--- config.mk ---
export PLATFORM = sky130hd
export DESIGN_NAME = mem_port_arbiter
export DESIGN_NICKNAME = d
export VERILOG_FILES = /design/src/rtl/mem_port_arbiter.sv
export SDC_FILE = /design/constraint.sdc
export NUM_CORES = 1
export LEC_CHECK = 0
export BUFFER_PORTS_ARGS = -buffer_cell sky130_fd_sc_hd__buf_2
export CAP_MARGIN = 20
export CORE_MARGIN = 2
export CORE_UTILIZATION = 40
export CTS_BUF_LIST = sky130_fd_sc_hd__clkbuf_4
export DETAILED_ROUTE_END_ITERATION = 8
export PLACE_DENSITY_LB_ADDON = 0.15
export SYNTH_ARGS = -nofsm -noshare
export SYNTH_HDL_FRONTEND = slang
export SYNTH_SLANG_ARGS = --single-unit
--- constraint.sdc ---
create_clock -name clk -period 2.4 [get_ports clk]
set_input_delay 0 -clock clk [delete_from_list [all_inputs] [get_ports clk]]
set_output_delay 0 -clock clk [all_outputs]
set_load 0.05 [all_outputs]
--- src/rtl/mem_port_arbiter.sv ---
// mem_port_arbiter: shares one 1-cycle-latency memory port between fetch and data requesters.
// Define ARB_STARVE_GUARD_EN to force a fetch grant after STARVE_LIMIT lost arbitration cycles.
module mem_port_arbiter #(
    parameter int ADDR_W       = 32,
    parameter int DATA_W       = 32,
    parameter int STARVE_LIMIT = 4
) (
    input  logic                clk,
    input  logic                resetn,
    input  logic                inst_req,
    input  logic [ADDR_W-1:0]   inst_addr,
    output logic                inst_addr_ok,
    input  logic                inst_rready,
    output logic                inst_data_ok,
    output logic [DATA_W-1:0]   inst_rdata,
    input  logic                data_req,
    input  logic                data_wr,
    input  logic [DATA_W/8-1:0] data_wstrb,
    input  logic [ADDR_W-1:0]   data_addr,
    input  logic [DATA_W-1:0]   data_wdata,
    output logic                data_addr_ok,
    input  logic                data_rready,
    output logic                data_data_ok,
    output logic [DATA_W-1:0]   data_rdata,
    output logic                mem_en,
    output logic [DATA_W/8-1:0] mem_we,
    output logic [ADDR_W-1:0]   mem_addr,
    output logic [DATA_W-1:0]   mem_wdata,
    input  logic [DATA_W-1:0]   mem_rdata
);
    typedef enum logic [1:0] {OWN_NONE, OWN_INST, OWN_DATA} owner_t;

    owner_t              owner, owner_nx;
    logic                owner_wr, owner_wr_nx;
    logic                skid_vi, skid_vd;
    logic [DATA_W-1:0]   skid_di, skid_dd;
    logic                inst_elig, data_elig, grant_i, grant_d, force_i;
    logic [DATA_W-1:0]   inst_resp, data_resp;

    if (STARVE_LIMIT < 1) begin : g_limit_check
        $error("STARVE_LIMIT must be >= 1");
    end

    // A requester whose previous response would stall (rready low) may not issue again.
    assign inst_elig = inst_req & ~skid_vi & ~(owner == OWN_INST & ~inst_rready);
    assign data_elig = data_req & ~skid_vd & ~(owner == OWN_DATA & ~data_rready);
    assign grant_d   = data_elig & ~force_i;
    assign grant_i   = inst_elig & (~data_elig | force_i);

`ifdef ARB_STARVE_GUARD_EN
    localparam int CNT_W = $clog2(STARVE_LIMIT + 1);
    logic [CNT_W-1:0] cnt;

    assign force_i = inst_elig & (cnt == CNT_W'(STARVE_LIMIT));

    always_ff @(posedge clk or negedge resetn) begin
        if (!resetn)
            cnt <= '0;
        else if (!inst_req || grant_i)
            cnt <= '0;
        else if (inst_elig && grant_d && cnt != CNT_W'(STARVE_LIMIT))
            cnt <= cnt + 1'b1;
    end
`else
    assign force_i = 1'b0;
`endif

    always_ff @(posedge clk or negedge resetn) begin
        if (!resetn) begin
            owner    <= OWN_NONE;
            owner_wr <= 1'b0;
        end else begin
            owner    <= owner_nx;
            owner_wr <= owner_wr_nx;
        end
    end

    always_comb begin
        owner_nx    = grant_d ? OWN_DATA : grant_i ? OWN_INST : OWN_NONE;
        owner_wr_nx = grant_d & data_wr;
    end

    // Fetch responses are never stores; data-side store responses read as 0.
    assign inst_resp = skid_vi ? skid_di : (owner == OWN_INST) ? mem_rdata : '0;
    assign data_resp = skid_vd ? skid_dd : (owner == OWN_DATA && !owner_wr) ? mem_rdata : '0;

    always_ff @(posedge clk or negedge resetn) begin
        if (!resetn) begin
            skid_vi <= 1'b0;
            skid_di <= '0;
            skid_vd <= 1'b0;
            skid_dd <= '0;
        end else begin
            if (owner == OWN_INST && !skid_vi && !inst_rready) begin
                skid_vi <= 1'b1;
                skid_di <= inst_resp;
            end else if (skid_vi && inst_rready) begin
                skid_vi <= 1'b0;
            end
            if (owner == OWN_DATA && !skid_vd && !data_rready) begin
                skid_vd <= 1'b1;
                skid_dd <= data_resp;
            end else if (skid_vd && data_rready) begin
                skid_vd <= 1'b0;
            end
        end
    end

    always_comb begin
        inst_addr_ok = resetn & grant_i;
        data_addr_ok = resetn & grant_d;
        mem_en       = resetn & (grant_i | grant_d);
        mem_we       = (resetn && grant_d && data_wr) ? data_wstrb : '0;
        mem_addr     = !resetn ? '0 : grant_d ? data_addr : grant_i ? inst_addr : '0;
        mem_wdata    = resetn ? data_wdata : '0;
        inst_data_ok = resetn & (skid_vi | (owner == OWN_INST));
        data_data_ok = resetn & (skid_vd | (owner == OWN_DATA));
        inst_rdata   = resetn ? inst_resp : '0;
        data_rdata   = resetn ? data_resp : '0;
    end
endmodule

---- Word level (Yosys, flattened, before mapping) ----
Index checks and enable logic that the tools add are counted.
storage, ports and cells
  register bits ........................... 69
  output and inout port bits .............. 137
  logic and storage cells ................. 64
operators by class
  eq/ne operators ......................... 2
  multiplexer cells ....................... 17
  bitwise operators ....................... 23
  reductions and logical operators ........ 16
operator list
  operator                                                          count
  32-bit two-way mux                                                10
  1-bit bitwise AND                                                 13
  1-bit logical AND                                                 9
  1-bit inverter                                                    7
  1-bit logical NOT                                                 5
  1-bit two-way mux                                                 5
  4-bit two-way mux                                                 1
  2-bit nonzero test                                                2
  1-bit bitwise OR                                                  3
  2-bit by 1-bit == test with 1-bit output (second input constant)  1
  2-bit == test (second input constant)                             1
  2-bit two-way mux                                                 1

---- Logic depth before layout (Yosys ltp) ----
  depth in word-level cells ............... 9
  gate-level depth with buffers ........... 7

---- Worst setup path before layout ----
Ideal clock, no wire load.
  path type ............................... register to output
  start ................................... register owner[0]
  end ..................................... output mem_addr[10]
  arrival ................................. 2.296 ns
  path slack .............................. 0.104 ns
  stages on the path, launching flop included .. 7
  cells stage by stage .................... dfrtp_1 -> or3b_1 -> buf_2 -> nand2_2 -> inv_2 -> clkbuf_1 -> o21ai_0
between the ends
  longest elaborated chain between the ends .. 9
  elaborated cells between the ends (all ways) .. 13
  classes of those cells .................. eq/ne (2); mux (3); bitwise (8)
ends and longest elaborated chain
  what                                  RTL line  text
  from (decl)                           33        owner_t owner, owner_nx;
  from (signal assigned)                73        owner <= owner_nx;
  2-bit == test                         46        assign data_elig = data_req & ~skid_vd & ~(owner == OWN_DATA & ~data_rready);
  1-bit bitwise AND                     46
  1-bit inverter                        46
  1-bit bitwise AND                     46
  1-bit inverter                        48        assign grant_i = inst_elig & (~data_elig | force_i);
  1-bit bitwise AND                     48
  32-bit two-way mux                    114       mem_addr = !resetn ? '0 : grant_d ? data_addr : grant_i ? inst_addr : '0;
  32-bit two-way mux (*) (2 in series)  114
  to (decl)                             27        output logic [ADDR_W-1:0] mem_addr,
Every way passes the cells marked *; elsewhere a longest branch is shown, timed or not.

---- Worst setup path after layout ----
  start ................................... register owner[0]
  end ..................................... output data_rdata[1]
between the ends
  longest elaborated chain between the ends .. 5
ends and longest elaborated chain
  what                              RTL line  text
  2-bit == test                     85        assign data_resp = skid_vd ? skid_dd : (owner == OWN_DATA && !owner_wr) ? mem_rdata : '0;
  1-bit logical AND                 85
  32-bit two-way mux (2 in series)  85
  32-bit two-way mux                119       data_rdata = resetn ? data_resp : '0;
  to (decl)                         24        output logic [DATA_W-1:0] data_rdata,
No other way between the ends.

==> key figures <==
Timing
  • Final hold slack: 120 ps
  • Worst slew pin tran: 564 ps
  • Max-slew headroom: 62.4%
  • Final period util: 92.5%
  • Clock skew: 17.9 ps
  • Final Hold Fails: 0
  • Slew Limit Fails: 0
  • Setup_tns: 0 ps
  • Fmax: 0.451 GHz
  • Final setup viols: 0
  • Final Critical Period: 2220 ps
  • RSZ-0062 raised after global routing: false

Layout
  • Layout Nets: 928
  • Storage element area: 1730 sq um
  • Share of post-route cells with drive strength above 1: 43.8%
  • Ant diodes: 0
  • Fin cells: 934
  • Footprint of the multi-input gates: 2480 sq um
  • Layout area overhead: 44.3%
  • Fillers: 1002

Power
  • Net Switching: 1.74 mW
  • VDD IR-drop max: 0.304 mV
  • Static leakage: 3.18 nW
  • Switching part of the total power: 41.0%
  • Int Pwr: 2.51 mW
  • Sequential Power Share: 39.1%
  • PD cells: 659 nW/um^2
  • Logic pwr share: 40.8%
  • Clock power share: 20.1%

Clock network
  • Maximum clock path buffer count: 2
  • Worst-path clk slew: 110 ps
  • H-tree levels: 3
  • Post CTS Setup Buffer Count: 0
  • Root buf cell: clkbuf_4
  • TritonCTS buffer count: 9
  • CTS tree: yes
  • Clk_lat worst skew: 420 ps
  • Clock Sinks: 69

Status
  • Status: finished, final reports clean

Job
  • Maxcap violations: 0

Yosys
  • Seq/Total Area, Yosys: 38.6%
  • Post-synthesis mux area share: 8.05%
  • Post-synth top area cell: dfrtp_1
  • Ys Warns: 0
  • Top post-synthesis cells by area: dfrtp_1 (39%), nand4_1 (8.9%), mux2_2 (7.5%)
  • Async SR Flop Fraction: 100%
  • Post-synth top flop: dfrtp_1
  • Compound-Gate Fraction of Synth Area: 19.1%
  • Largest family of logic cells by synthesized area: simple AND/OR/NAND/NOR gates
  • XOR/XNOR Fraction of Synth Area: 0%
  • Area share of the largest cell type after synthesis: 38.6%
  • Post-synth EDFFs: 0
  • Mapped cell area: 4480 sq um
  • Synth Instances: 514
  • Post-Synth Adder-Cell Area: 0%
  • Flops & latches, synth: 69
  • Simple-Gate Fraction of Synth Area: 27.8%
  • Synth unique cells: 30
  • Mapped Nets: 653
  • Avg Inst Size Synth: 8.71 sq um

Routing
  • ANT nets after route: 0
  • First-pass DRT Iterations: 4
  • DR vias: 5059
  • Vias per cell: 5.42
  • Routed length per instance: 16.7 microns
  • DRT Wirelength: 15.6 mm
  • DRC: 0
  • DRT iter0 DRCs: 313

Global routing
  • First-pass GRT wire length: 24.0 mm
  • Number of global-route vias before repair: 4812
  • Gr usage total: 25.4%
  • Initial antenna violation count: 0
  • GR Overflow Total: 0
  • Largest net degree at the start of global routing: 93

Hold path
  • Worst hold path type: in -> async

Critical path
  • Worst setup EP type: primary output
  • Crit Path Category: reg -> out
  • R2R Path Start: owner[0]
  • Critical Path Source: owner[0]
  • CP Launch Type: register
  • Crit path max fanout: 15
  • Crit path required time: 2400 ps
  • Critical path arrival: 2220 ps

Place
  • DP Wirelength: 10.9 mm
  • Inst Count DP: 882
  • RD Place Congestion: 0.862
  • Port Buf Inserts: 275

Floorplan
  • Initial core utilization: 41.1%
  • Die Y: 110 microns
  • Die area: 12100 sq um
  • Core Rows: 38
  • Ports: 276
  • Core area: 10900 sq um
  • Die width: 110 microns
-- logic make-up after synthesis --
logic type             after synthesis
AND/OR/NAND/NOR                    218
AO/OA/AOI/OAI                      130
flip-flops                          69
buffers and inverters               65
multiplexers                        32
-- layout by cell type (no fill, tap or decap), types with 32 or more instances in the layout --
cell type,synthesis,layout
a22o_1,32,32
a22oi_1,32,32
and2_1,33,33
buf_2,9,273
dfrtp_1,69,68
dlygate4sd3_1,0,36
nand2_1,65,65
nand4_1,64,64
nor2b_1,38,35
o21ai_0,54,54
-- area by class of cell --
type / instances / share of cell area [%]
Clock buffer: 9 / 1.05
Clock inverter: 7 / 1.39
Inverter: 2 / 0.116
Multi-Input combinational cell: 380 / 38.5
Sequential cell: 69 / 26.7
Tap cell: 140 / 2.71
Timing Repair Buffer: 327 / 29.5
-- timing repair --
action	in CTS	in global routing
endpoints found under the setup margin	0	7
hold buffers	36	0
endpoints found under the hold margin	136	0
resized for setup	0	4
-- worst paths after layout --
path	slack (ps)	cells past startpoint	endpoint
setup reg to reg	590	4	skid_di[3]
hold / removal	120	2	skid_di[12]
setup / recovery	180	5	data_rdata[1]
min in group clk	240	4	owner[1]
max in group asynchronous	1610	3	skid_dd[23]
hold reg to reg	500	2	skid_dd[4]
-- worst max-delay path: stages, from the launching register on --
cell     delay, ps
dfrtp_1        460
or2b_1         290
nor4b_4        290
buf_4          290
a22o_1         200
buf_2          270
-- synth_stat cells, types with 9 or more instances --
cell / n
clkbuf_1: 44
dfrtp_1: 69
and2_1: 33
nand4_1: 64
nand2_1: 65
buf_2: 9
o21ai_0: 54
nor2b_1: 38
a22oi_1: 32
o21ai_1: 10
a22o_1: 32
mux2_2: 30
-- per-stage QoR --
step | instance area (sq um) | power, mW | utilization, % | setup slack (ps)
3_5_place_dp | 5930 | 3.38 | 54.5 | 521
2_1_floorplan | 4480 | 2.89 | - | 104
5_1_grt | 6460 | 4.52 | 59.3 | 21.5
3_3_place_gp | 5930 | 3.32 | 54.5 | 643
6_report | 6460 | 4.26 | 59.3 | 180
4_1_cts | 6450 | 4.27 | 59.2 | 49.6
-- sequential cells by signal, indices dropped and copies added, names as in the netlist --
| register | count |
|---|---|
| skid_di | 32 |
| owner | 2 |
| skid_dd | 32 |
| skid_vd | 1 |
| skid_vi | 1 |
| owner_wr | 1 |
-- metal layers --
metal	track usage, %	part of all wire, %	up-vias
met5	0	0	-
met4	6.51	1.4	0
met3	5.57	6.7	19
met2	42.7	49	220
met1	33.0	43	2409
li1	-	-	2411
-- power by group through the flow --
stage | clock network, mW | registers [mW] | logic [mW]
floorplan | 0 | 1.63 | 1.25
global placement | 0 | 1.67 | 1.66
detailed placement | 0 | 1.69 | 1.69
CTS | 0.870 | 1.66 | 1.74
global route | 0.936 | 1.71 | 1.88
finish | 0.854 | 1.67 | 1.74
(Power assumes the default switching activity.)
